## config.mk

```make
export PLATFORM = sky130hd
export DESIGN_NAME = laser_tx_frame
export DESIGN_NICKNAME = d
export VERILOG_FILES = /design/src/rtl/laser_tx_frame.sv
export SDC_FILE = /design/constraint.sdc
export NUM_CORES = 1
export LEC_CHECK = 0
export BUFFER_PORTS_ARGS = -buffer_cell sky130_fd_sc_hd__clkbuf_2
export CORE_UTILIZATION = 60
export CTS_BUF_LIST = sky130_fd_sc_hd__clkbuf_4 sky130_fd_sc_hd__clkbuf_8
export DETAILED_ROUTE_END_ITERATION = 12
export GPL_ROUTABILITY_DRIVEN = 0
export GPL_TIMING_DRIVEN = 0
export PLACE_DENSITY = 0.92
export RECOVER_POWER = 100
export SETUP_SLACK_MARGIN = 0.3
export SLEW_MARGIN = 20
export SYNTH_ARGS = -nofsm -noshare
export SYNTH_HDL_FRONTEND = slang
export SYNTH_SLANG_ARGS = --single-unit
```

## constraint.sdc

```tcl
create_clock -name clk -period 2.9 [get_ports clk]
set_input_delay 0.29 -clock clk [delete_from_list [all_inputs] [get_ports clk]]
set_output_delay 0.29 -clock clk [all_outputs]
set_load 0.01 [all_outputs]
```

## src/rtl/laser_tx_frame.sv

```systemverilog
// Transmit framer: emits a 25-word emission window holding one run of ones,
// with comma idle words between frames and a send_en window for the receiver.
module laser_tx_frame #(
  parameter int          FRAME_WORDS = 25,
  parameter int          MIN_GAP     = 4,
  parameter logic [15:0] IDLE_WORD   = 16'h50BC
) (
  input  logic        clk,
  input  logic        rst,
  input  logic        fire_req_i,
  input  logic [8:0]  pulse_start_i,
  input  logic [8:0]  pulse_width_i,
  output logic [15:0] tx_dataout_o,
  output logic [1:0]  tx_k_o,
  output logic        send_en_o,
  output logic        busy_o,
  output logic        fire_drop_o,
  output logic [15:0] frame_cnt_o
);

  localparam int WIW = $clog2(FRAME_WORDS);
  localparam int GW  = $clog2(MIN_GAP + 1);
  localparam logic [9:0] WIN_END = 10'(FRAME_WORDS * 16);

  localparam logic [1:0] S_IDLE = 2'd0;
  localparam logic [1:0] S_LOAD = 2'd1;
  localparam logic [1:0] S_DATA = 2'd2;
  localparam logic [1:0] S_GAP  = 2'd3;

  logic [1:0]     state_q, state_d;
  logic [8:0]     start_q, start_d;
  logic [8:0]     width_q, width_d;
  logic [9:0]     end_q, end_d;
  logic [WIW-1:0] widx_q, widx_d;
  logic [GW-1:0]  gcnt_q, gcnt_d;
  logic [15:0]    tx_q, tx_d;
  logic [1:0]     k_q, k_d;
  logic           en_q, en_d;
  logic           busy_q, busy_d;
  logic           drop_q, drop_d;
  logic [15:0]    cnt_q, cnt_d;

  logic [9:0]  sum;
  logic [9:0]  base;
  logic [15:0] word;

  assign sum  = {1'b0, start_q} + {1'b0, width_q};
  assign base = 10'(widx_q) << 4;

  // Window bit 16w+b is set iff start <= 16w+b < clipped end
  always_comb begin
    word = '0;
    for (int b = 0; b < 16; b++) begin
      word[b] = ({1'b0, start_q} <= base + 10'(b)) &&
                (base + 10'(b) < end_q);
    end
  end

  always_comb begin
    state_d = state_q;
    start_d = start_q;
    width_d = width_q;
    end_d   = end_q;
    widx_d  = widx_q;
    gcnt_d  = gcnt_q;
    tx_d    = IDLE_WORD;
    k_d     = 2'b01;
    en_d    = 1'b0;
    busy_d  = busy_q;
    drop_d  = fire_req_i && busy_q;
    cnt_d   = cnt_q;
    unique case (state_q)
      S_IDLE: begin
        if (fire_req_i && !busy_q) begin
          state_d = S_LOAD;
          start_d = pulse_start_i;
          width_d = pulse_width_i;
          busy_d  = 1'b1;
        end
      end
      S_LOAD: begin
        end_d   = (sum > WIN_END) ? WIN_END : sum;
        widx_d  = '0;
        state_d = S_DATA;
      end
      S_DATA: begin
        tx_d = word;
        k_d  = 2'b00;
        en_d = 1'b1;
        if (widx_q == WIW'(FRAME_WORDS - 1)) begin
          state_d = S_GAP;
          gcnt_d  = '0;
        end else begin
          widx_d = widx_q + WIW'(1);
        end
      end
      S_GAP: begin
        if (gcnt_q == '0) cnt_d = cnt_q + 16'd1;
        if (gcnt_q == GW'(MIN_GAP)) begin
          state_d = S_IDLE;
          busy_d  = 1'b0;
        end else begin
          gcnt_d = gcnt_q + GW'(1);
        end
      end
      default: state_d = S_IDLE;
    endcase
  end

  always_ff @(posedge clk or posedge rst) begin
    if (rst) begin
      state_q <= S_IDLE;
      start_q <= '0;
      width_q <= '0;
      end_q   <= '0;
      widx_q  <= '0;
      gcnt_q  <= '0;
      tx_q    <= IDLE_WORD;
      k_q     <= 2'b01;
      en_q    <= 1'b0;
      busy_q  <= 1'b0;
      drop_q  <= 1'b0;
      cnt_q   <= '0;
    end else begin
      state_q <= state_d;
      start_q <= start_d;
      width_q <= width_d;
      end_q   <= end_d;
      widx_q  <= widx_d;
      gcnt_q  <= gcnt_d;
      tx_q    <= tx_d;
      k_q     <= k_d;
      en_q    <= en_d;
      busy_q  <= busy_d;
      drop_q  <= drop_d;
      cnt_q   <= cnt_d;
    end
  end

  assign tx_dataout_o = tx_q;
  assign tx_k_o       = k_q;
  assign send_en_o    = en_q;
  assign busy_o       = busy_q;
  assign fire_drop_o  = drop_q;
  assign frame_cnt_o  = cnt_q;

endmodule

```

==> results of run 1 <==
[flip-flops by register name (all words and copies together) (netlist names)]
| name | cells |
|---|---|
| frame_cnt_o | 16 |
| widx_q | 5 |
| start_q | 9 |
| send_en_o | 1 |
| width_q | 9 |
| fire_drop_o | 1 |
| tx_dataout_o | 16 |
| state_q | 2 |
| gcnt_q | 3 |
| busy_o | 1 |
| end_q | 10 |
| tx_k_o | 1 |
[what timing repair did]
item | CTS | global route
setup buffers | 1 | 1
pin swaps | 1 | 3
gates resized for setup | 2 | 6
hold endpoints to repair | 18 | 0
hold buffers | 1 | 0
setup endpoints to repair | 7 | 8
[stage by stage]
step	cell area, um2	worst slack [ns]
after detailed placement	4570	0.0996
after global placement	4540	0.0161
after global routing	4790	0.158
after floorplan	4160	0.348
final	4790	0.264
after CTS	4820	0.325
[layer usage]
| metal | up-vias | wire [um] | GRT usage [%] | share of wire (%) |
|---|---|---|---|---|
| met5 | - | 0 | 0 | 0 |
| met3 | 36 | 555 | 5.54 | 6.0 |
| met4 | 0 | 263 | 11.2 | 2.9 |
| li1 | 1618 | - | - | - |
| met2 | 147 | 4510 | 47.5 | 49 |
| met1 | 1651 | 3860 | 32.7 | 42 |
[kinds of logic after synthesis]
family,Yosys count,synth area share [%]
buffers and inverters,42,4.09
AO/OA/AOI/OAI,103,17.0
multiplexers,20,5.41
other,1,0.0901
AND/OR/NAND/NOR,119,14.3
adder cells (fa/ha/maj),32,9.80
flip-flops,74,44.7
XOR/XNOR,22,4.63
[worst max-delay path: stages, from the launching register on]
cell,delay (ns)
dfrtp_1,0.44
ha_1,0.32
a21o_1,0.18
a21oi_1,0.19
o21ai_0,0.12
or2_1,0.23
clkbuf_1,0.20
nand2b_1,0.21
a2111oi_0,0.58
[placed cells by master (no fill, tap or decap), drive strengths merged, types with 3 or more instances in the layout]
master,n
o21bai,3
or3,3
dfrtp,66
o211ai,4
nand3b,3
o21ai,20
o31ai,8
a211oi,6
nand2,31
buf,5
nand2b,4
nand3,15
a22oi,5
clkinv,3
xor2,8
o21a,3
xnor2,14
nor2b,3
a31oi,4
mux2,20
nand4,4
inv,25
ha,31
o22ai,5
a21oi,27
nor3,10
and3,4
nor2,29
a22o,3
clkbuf,81
dfstp,8
a2111oi,3
[power by group through the flow]
stage          clock (uW)  combinational, uW  sequential (uW)
5_1_grt               954               3790             1740
3_3_place_gp            0               3030             1680
2_1_floorplan           0               2460             1680
6_report              901               3440             1690
4_1_cts               912               3360             1690
3_5_place_dp            0               3240             1710
[final cells by class]
type	instances	area, um2	share of cell area (%)
flip-flops and latches	74	1860	38.9
clock buffers	9	124	2.59
well taps	77	96.3	2.01
inverters	24	91.3	1.91
clock inverters	7	100	2.09
plain buffers	18	80.1	1.67
multi-input cells	297	2150	44.9
repair buffers	60	284	5.93
[path summary, 6_finish.rpt]
kind | endpoint | slack [ns]
max in group asynchronous | tx_k_o[0] | 1.41
setup / recovery | tx_dataout_o[13] | 0.26
min in group asynchronous | end_q[0] | 0.71
setup reg to reg | tx_dataout_o[13] | 0.26
hold / removal | width_q[3] | 0.14
hold reg to reg | frame_cnt_o[15] | 0.48
==> results.md, run 1 <==
- Run status: complete, no violations
- Critical path class: flip-flop to flip-flop
- Die W: 85.3 um
- Hold WS: 0.137 ns
- Crit Reg-Reg Startpoint: widx_q[3]
- WHS Path Cells: 2
- Net load switching power: 2770 uW
- Max transition margin: 21.1%
- Critical path startpoint: widx_q[3]
- Sw frac: 45.9%
- Fillers: 489
- Crit path required time: 3.08 ns
- RSZ-0062 raised after global routing: yes
- Ports: 58
- GRT Total Usage: 27.1%
- Per-cell routed wire length: 16.2 um
- Routed via count: 3,452
- Final period util: 90.9%
- Reg2reg path depth: 8
- Crit path max fanout: 7
- Initial antenna violation count: 0
- Cell Rows: 29
- ANT cells: 0
- Max-cap violations: 0
- Slew @ Worst Pin: 1.18 ns
- Post-layout min period: 2.64 ns
- Sequential share of the synthesized area: 44.7%
- Worst IR Drop VDD: 0.000869 V
- Gate power share: 57.0%
- Post-synth top cells: 66 x dfrtp_1, 31 x ha_1, 30 x nand2_1, 29 x nor2_1, 26 x a21oi_1
- Clk pin slew, worst setup/hold paths: 0.08 ns
- Final hold violations: 0
- DRC: 0
- Dpl cells: 547
- Top-count cell post-synth: dfrtp_1
- Layout cells sized above 1: 14.5%
- Total power: 6030 uW
- TritonCTS buffer count: 9
- CTS max path bufs: 2
- Post-DP HPWL: 6.70 mm
- Total Nets Final: 537
- Synthesized Nets: 466
- Clock share of power: 14.9%
- Vias in the first global route: 3,425
- Initial DRT Pass Iterations: 6
- Final Max Tran Viols: 0
- CTS Root Cell: clkbuf_8
- First-pass GRT wire length: 15.4 mm
- Synth top area cells: dfrtp_1 40%, ha_1 9.3%, dfstp_2 5.1%
- Non-filler cells, final: 566
- Power per cell area: 1260 mW/mm2
- Clock tree from TritonCTS: built
- Int Pwr: 3260 uW
- Leak: 0.00213 uW
- Mapped Area: 0.00416 mm2
- Post-synthesis instance total: 413
- Clk_lat worst skew: 0.36 ns
- Hold path start: pulse_width_i[3]
- Detail Route Antenna Nets: 0
- Starting DRC count in detailed routing: 382
- Crit path arrival time: 2.82 ns
- Synth area leader: dfrtp_1
- Startpoint class of the critical path: flip-flop
- WL final: 9.19 mm
- Area growth syn-to-layout: 15.1%
- Register share of total power: 28.1%
- Port Buffers: 56
- Number of synthesized flops with an enable pin: 0
- Yosys Warn Count: 0
- Die height: 85.3 um
- Yosys reg bits: 74
- Async set or reset register ratio after synthesis: 100%
- Die area: 0.00727 mm2
- H-tree Lvls: 3
- Worst setup EP type: flip-flop
- Yosys cell types: 63
- Synth Area per Inst: 10.1 um2
- Post-Route Setup TNS: 0 ns
- Min-delay worst type: input pin to flip-flop
- Largest net degree at the start of global routing: 51
- Top FF cell, synth: dfrtp_1
- DR vias/cell: 6.10
- Achievable frequency: 379 MHz
- CORE AREA: 0.00653 mm2
- Setup violators final: 0
- Post-synth top area share: 39.7%
- Clock sinks: 74
- Clk_skew: 0.0119 ns
- Starting density of the core: 63.7%
- Grt ovf: 0
- Post-layout util: 73.3%
(Power assumes the default switching activity.)
==> inputs of run 2 (changes only) <==
ABC_CLOCK_PERIOD_IN_PS = 2900   (was default)
BUFFER_PORTS_ARGS = -buffer_cell sky130_fd_sc_hd__buf_2   (was -buffer_cell sky130_fd_sc_hd__clkbuf_2)
==> run 2 against run 1 <==
Via count decreased by 2.1%; maximum frequency rose by 2.4%; cell count is the same; critical endpoint is now end_q[4].
==> results.md, run 2 (synthesis gave the netlist of run 1 again) <==
- Power per cell area: 1230 mW/mm2 (was 1260 mW/mm2)
- Final period util: 88.8% (was 90.9%)
- Gate power share: 58.0% (was 57.0%)
- Commonest non-fill, non-tap cell in the layout: dfrtp_1 (unchanged)
- WL final: 8.84 mm (was 9.19 mm)
- TritonCTS buffer count: 9 (unchanged)
- Worst IR Drop VDD: 0.000847 V (was 0.000869 V)
- Grt ovf: 0 (unchanged)
- Top sig layer: met4 (unchanged)
- Slew @ Worst Pin: 1.18 ns (about the same)
- Largest net degree at the start of global routing: 51 (unchanged)
- Area growth syn-to-layout: 14.1% (was 15.1%)
- Worst setup EP type: flip-flop (unchanged)
- Clock tree from TritonCTS: built (unchanged)
- Crit path arrival time: 2.81 ns (was 2.82 ns)
- Critical path startpoint: start_q[1] (was widx_q[3])
- Run status: complete, no violations (unchanged)
- Setup ws final: 0.325 ns (was 0.264 ns)
- Starting DRC count in detailed routing: 323 (was 382)
- H-tree Lvls: 3 (unchanged)
- Crit path max fanout: 9 (was 7)
- Clk_skew: 0.00980 ns (was 0.0119 ns)
- Per-cell routed wire length: 15.6 um (was 16.2 um)
- Die area: 0.00727 mm2 (unchanged)
- Met2 WL: 4.32 mm (was 4.51 mm)
- ANT cells: 0 (unchanged)
- Final hold violations: 0 (unchanged)
- Max transition margin: 20.7% (was 21.1%)
- Port Buffers: 56 (unchanged)
- Initial antenna violation count: 0 (unchanged)
- Ports: 58 (unchanged)
- Startpoint class of the critical path: flip-flop (unchanged)
- Cell Rows: 29 (unchanged)
- Most frequent cells in the layout: 64 x dfrtp_1, 50 x clkbuf_1, 30 x nand2_1, 30 x ha_1, 29 x nor2_1 (was 66 x dfrtp_1, 52 x clkbuf_1, 31 x ha_1, 30 x nand2_1, 29 x nor2_1)
- Routed via count: 3,378 (was 3,452)
- Min-delay worst type: input pin to flip-flop (unchanged)
- Critical path class: flip-flop to flip-flop (unchanged)
- Worst slack at placement: 0.145 ns (was 0.0996 ns)
- Achievable frequency: 388 MHz (was 379 MHz)
- Max-cap violations: 0 (unchanged)
- Clk_lat worst skew: 0.35 ns (was 0.36 ns)
- Setup violators final: 0 (unchanged)
- Clock share of power: 12.9% (was 14.9%)
- Vias in the first global route: 3,341 (was 3,425)
- Post-layout min period: 2.57 ns (was 2.64 ns)
- RSZ-0062 raised after global routing: no (was yes)
- Total Nets Final: 537 (unchanged)
- Layout cells sized above 1: 15.5% (was 14.5%)
- Dpl cells: 547 (unchanged)
- Register share of total power: 29.1% (was 28.1%)
- Initial DRT Pass Iterations: 5 (was 6)
- Final Max Tran Viols: 0 (unchanged)
- Detail Route Antenna Nets: 0 (unchanged)
- Clock sinks: 74 (unchanged)
- CORE AREA: 0.00653 mm2 (unchanged)
- Non-filler cells, final: 566 (unchanged)
- Met3 wire length: 545 um (was 555 um)
- DR vias/cell: 5.97 (was 6.10)
- Starting density of the core: 63.7% (unchanged)
- DRC: 0 (unchanged)
- Leak: 0.00209 uW (was 0.00213 uW)
- Int Pwr: 3090 uW (was 3260 uW)
- Sw frac: 46.9% (was 45.9%)
- GRT Total Usage: 25.9% (was 27.1%)
- Clk pin slew, worst setup/hold paths: 0.08 ns (about the same)
- Crit Reg-Reg Startpoint: start_q[1] (was widx_q[3])
- CTS Root Cell: clkbuf_8 (unchanged)
- Die W: 85.3 um (unchanged)
- First-pass GRT wire length: 14.9 mm (was 15.4 mm)
- WL met1: 3.82 mm (was 3.86 mm)
- CTS max path bufs: 2 (unchanged)
- Net load switching power: 2730 uW (was 2770 uW)
- Total power: 5830 uW (was 6030 uW)
- Die height: 85.3 um (unchanged)
- Crit path required time: 3.13 ns (was 3.08 ns)
- Hold path start: pulse_start_i[0] (was pulse_width_i[3])
- Post-DP HPWL: 6.41 mm (was 6.70 mm)
## run 2: cell count changes in the layout (fill, tap and decap cells not counted), sizes merged
| cell | before | now |
|---|---|---|
| buf | 5 | 26 |
| inv | 25 | 27 |
| clkbuf | 81 | 60 |
| clkinvlp | 1 | 4 |
| bufinv | 2 | 0 |
| clkinv | 3 | 0 |
## run 2: power groups by stage
stage	sequential, uW	clock [uW]	combinational (uW)
2_1_floorplan	1680	0	2460
3_3_place_gp	1680	0	3030
3_5_place_dp	1700	0	3180
4_1_cts	1690	761	3300
5_1_grt	1740	808	3760
6_report	1700	750	3380
## run 2: timing repair
| action | 4_1_cts | 5_1_grt |
|---|---|---|
| hold buffers | 1 | 0 |
| pin swaps | 1 | 2 |
| endpoints found under the hold margin | 18 | 0 |
| buffers inserted | 1 | 1 |
| resized for setup | 2 | 9 |
| endpoints found under the setup margin | 7 | 10 |
## run 2: per-layer routing
metal | vias up | global-route usage [%]
li1 | 1629 | -
met1 | 1592 | 33.0
met2 | 139 | 43.8
met3 | 18 | 4.67
met4 | 0 | 11.1
met5 | - | 0
## run 2: path summary, 6_finish.rpt
check	to	slack (ns)	cells after the start
setup / recovery	end_q[4]	0.33	7
hold reg to reg	frame_cnt_o[15]	0.47	1
hold / removal	start_q[0]	0.15	2
max in group asynchronous	tx_k_o[0]	1.40	4
min in group asynchronous	tx_dataout_o[11]	0.73	3
setup reg to reg	end_q[4]	0.33	7
## run 2: critical path, cell delays in order, from the launching register on
cell	delay (ns)
dfrtp_2	0.49
ha_1	0.33
a211oi_2	0.28
or2_1	0.18
a31oi_1	0.09
a2111oi_2	0.75
o311a_1	0.30
a21oi_1	0.04
## run 2: metrics by stage
| step | instance area [um2] | hold slack (ns) | utilization (%) | setup TNS [ns] |
|---|---|---|---|---|
| 2_1_floorplan | 4160 | 0.422 | - | 0 |
| 3_3_place_gp | 4540 | 0.454 | 69.5 | -0.870 |
| 3_5_place_dp | 4570 | 0.283 | 69.9 | 0 |
| 4_1_cts | 4780 | 0.141 | 73.2 | 0 |
| 5_1_grt | 4750 | 0.148 | 72.7 | 0 |
| 6_report | 4750 | 0.147 | 72.7 | 0 |
## run 2: cell type report
class                      instances  area (um2)
multi-input combinational        297        2140
timing repair buffer              60         288
buffer                            18        81.3
inverter                          24        91.3
tap                               77        96.3
sequential                        74        1860
clock buffer                       9         124
fill                             493        1780
clock inverter                     7        60.1
==> inputs of run 3 (changes only) <==
ABC_AREA = 1   (was default)
CTS_CLUSTER_DIAMETER = 50   (was default)
SKIP_LAST_GASP = 1   (was default)
==> run 3 against run 2 <==
Clock skew grew 0.0034 ns; synthesized cell count grew 21%; flip-flop and latch count stayed put; worst hold slack improved by 0.019 ns; maximum frequency rose by 5.7%; die area grew 2.2%; cell count grew 18%; area after synthesis rose by 2.2%; global-route usage shrank 0.45 points; clock-buffer cell count is 1 higher; clock power increased by 20%; critical endpoint is now tx_dataout_o[8].
==> results.md, run 3 <==
- H-tree Lvls: 3 (unchanged)
- Reg2reg path depth: 12 (was 7)
- Worst slack at placement: 0.627 ns (was 0.145 ns)
- Clk pin slew, worst setup/hold paths: 0.08 ns (about the same)
- First-pass GRT wire length: 14.9 mm (about the same)
- Post-synthesis instance total: 499 (was 413)
- Total Nets Final: 621 (was 537)
- Slew @ Worst Pin: 1.03 ns (was 1.18 ns)
- CORE AREA: 0.00683 mm2 (was 0.00653 mm2)
- Cell area after layout: 0.00480 mm2 (was 0.00475 mm2)
- Startpoint class of the critical path: flip-flop (unchanged)
- Worst setup EP type: flip-flop (unchanged)
- Clk_lat worst skew: 0.35 ns (about the same)
- Final hold violations: 0 (unchanged)
- Worst-path cell chain: inv_1 > ha_1 > nand2_1 > nor2_1 > nand2_1 > nor2_1 > clkinv_1 > nor2_1 > inv_1 > o21ai_0 > nand3_1 > nor2_1 (was ha_1 > a211oi_2 > or2_1 > a31oi_1 > a2111oi_2 > o311a_1 > a21oi_1)
- Post-layout util: 70.3% (was 72.7%)
- Final Max Tran Viols: 0 (unchanged)
- Area growth syn-to-layout: 12.9% (was 14.1%)
- Post-synth top cells: 100 x nand2_1, 76 x inv_1, 66 x dfrtp_1, 37 x nand3_1, 34 x nor2_1 (was 66 x dfrtp_1, 31 x ha_1, 30 x nand2_1, 29 x nor2_1, 26 x a21oi_1)
- Crit path arrival time: 2.70 ns (was 2.81 ns)
- Post-layout min period: 2.44 ns (was 2.57 ns)
- Power per cell area: 1140 mW/mm2 (was 1230 mW/mm2)
- Grt ovf: 0 (unchanged)
- Starting density of the core: 62.3% (was 63.7%)
- Initial antenna violation count: 0 (unchanged)
- Dpl cells: 652 (was 547)
- Most frequent cells in the layout: 101 x nand2_1, 76 x inv_1, 66 x dfrtp_1, 43 x nor2_1, 41 x clkbuf_1 (was 64 x dfrtp_1, 50 x clkbuf_1, 30 x nand2_1, 30 x ha_1, 29 x nor2_1)
- Clock tree from TritonCTS: built (unchanged)
- Synthesized Nets: 552 (was 466)
- Layout cells sized above 1: 11.7% (was 15.5%)
- Hold WS: 0.165 ns (was 0.147 ns)
- Async set or reset register ratio after synthesis: 100% (unchanged)
- Synth area leader: dfrtp_1 (unchanged)
- DR vias/cell: 5.48 (was 5.97)
- Slowest CP cell: dfrtp_1 (was a2111oi_2)
- TritonCTS buffer count: 9 (unchanged)
- Die height: 86.2 um (was 85.3 um)
- Starting DRC count in detailed routing: 262 (was 323)
- Crit path max fanout: 4 (was 9)
- Min-delay worst type: input pin to flip-flop (unchanged)
- Worst Setup EP: tx_dataout_o[8] (was end_q[4])
- Mapped Area: 0.00425 mm2 (was 0.00416 mm2)
- WL final: 9.03 mm (was 8.84 mm)
- Clock sinks: 74 (unchanged)
- Post-synth top area share: 38.8% (was 39.7%)
- Max-cap violations: 0 (unchanged)
- Area taken by multi-input logic gates: 0.00200 mm2 (was 0.00214 mm2)
- Vias in the first global route: 3,454 (was 3,341)
- Detail Route Antenna Nets: 0 (unchanged)
- Crit path required time: 3.17 ns (was 3.13 ns)
- Synth top area cells: dfrtp_1 39%, ha_1 9.1%, nand2_1 8.8% (was dfrtp_1 40%, ha_1 9.3%, dfstp_2 5.1%)
- Max transition margin: 31.0% (was 20.7%)
- GRT Total Usage: 25.5% (was 25.9%)
- Critical path class: flip-flop to flip-flop (unchanged)
- CTS max path bufs: 2 (unchanged)
- Fillers: 564 (was 493)
- Yosys reg bits: 74 (unchanged)
- Critical path startpoint: widx_q[1] (was start_q[1])
- Post-DP Area: 0.00468 mm2 (was 0.00457 mm2)
- Number of hold buffers added after cts: 1 (unchanged)
- Setup violators final: 0 (unchanged)
- Crit Reg-Reg Startpoint: widx_q[1] (was start_q[1])
- Clk_skew: 0.0132 ns (was 0.00980 ns)
- RSZ-0062 raised after global routing: no (unchanged)
- Post-CTS setup buffers: 0 (was 1)
- Leak: 0.00245 uW (was 0.00209 uW)
- Worst IR Drop VDD: 0.000760 V (was 0.000847 V)
- Setup ws final: 0.464 ns (was 0.325 ns)
- DRC: 0 (unchanged)
- Yosys Warn Count: 0 (unchanged)
- Per-cell routed wire length: 13.5 um (was 15.6 um)
- Routed via count: 3,668 (was 3,378)
- Achievable frequency: 411 MHz (was 388 MHz)
- Crit-path max cell delay: 0.43 ns (was 0.75 ns)
- Port Buffers: 56 (unchanged)
- ANT cells: 0 (unchanged)
- Non-filler cells, final: 669 (was 566)
- Cts repair resizes: 0 (was 2)
- Post-DP HPWL: 6.95 mm (was 6.41 mm)
- Worst R2R Setup Slack: 0.46 ns (was 0.33 ns)
- Yosys cell types: 41 (was 63)
- Die area: 0.00743 mm2 (was 0.00727 mm2)
- Sequential cell area: 0.00186 mm2 (about the same)
- Top FF cell, synth: dfrtp_1 (unchanged)
- Die W: 86.2 um (was 85.3 um)
- CTS Root Cell: clkbuf_8 (unchanged)
- Reg-to-reg endpoint: tx_dataout_o[8] (was end_q[4])
- Cell mode on critical path: nor2_1
- Initial DRT Pass Iterations: 5 (unchanged)
- Cell Rows: 30 (was 29)
- Number of synthesized flops with an enable pin: 0 (unchanged)
- Largest net degree at the start of global routing: 55 (was 51)
- Top-count cell post-synth: nand2_1 (was dfrtp_1)
- Synth Area per Inst: 8.53 um2 (was 10.1 um2)
- Commonest non-fill, non-tap cell in the layout: nand2_1 (was dfrtp_1)
- Ports: 58 (unchanged)
- Sequential share of the synthesized area: 43.8% (was 44.7%)
- Final period util: 84.0% (was 88.8%)
- Run status: complete, no violations (unchanged)
run 3: final cells by class:
class | instances | area share, %
Multi-Input combinational cell | 341 | 41.7
Clock buffer | 10 | 2.87
Clock inverter | 6 | 1.82
Timing Repair Buffer | 58 | 5.68
Sequential cell | 74 | 38.8
Inverter | 78 | 6.12
Buffer | 6 | 0.547
Tap cell | 96 | 2.50
run 3: report_power, final:
part           internal (uW)  total, uW  leakage, uW  switching (uW)
clock                    510        901     0.000117             391
combinational           1040       2880      0.00141            1840
sequential              1420       1710     0.000924             290
run 3: worst max-delay path: cells and delay by family, from the launching register on:
kind,cells,cell delay [ns]
buf+inv,3,0.36
flops,1,0.43
simple gates,7,1.01
fa+ha+maj,1,0.33
compound gates,1,0.23
run 3: stage by stage:
step | setup TNS [ns] | power (uW)
2_1_floorplan | 0 | 3850
3_3_place_gp | -0.360 | 4420
3_5_place_dp | 0 | 4620
4_1_cts | 0 | 5540
5_1_grt | 0 | 5960
6_report | 0 | 5490
run 3: how the worst min path moves through the flow:
stage	from	slack [ns]	cells after the start	endpoint
final	fire_req_i	0.17	3	fire_drop_o
after global routing	pulse_width_i[3]	0.16	2	width_q[3]
after CTS	fire_req_i	0.16	3	fire_drop_o
after detailed placement	rst	0.27	2	busy_o
after global placement	frame_cnt_o[15]	0.46	1	frame_cnt_o[15]
after floorplan	fire_req_i	0.39	2	fire_drop_o
run 3: logic make-up after synthesis:
family	share of synthesized area (%)
buf+inv	7.56
other cells	0.0882
fa+ha+maj	9.59
simple gates	23.3
mux	3.44
flops	43.8
compound gates	8.74
xor+xnor	3.50
run 3: routing by layer:
layer	wire length, um	global-route usage (%)
met4	246	12.3
met3	450	3.71
met5	0	0
met1	3790	30.4
met2	4540	45.2
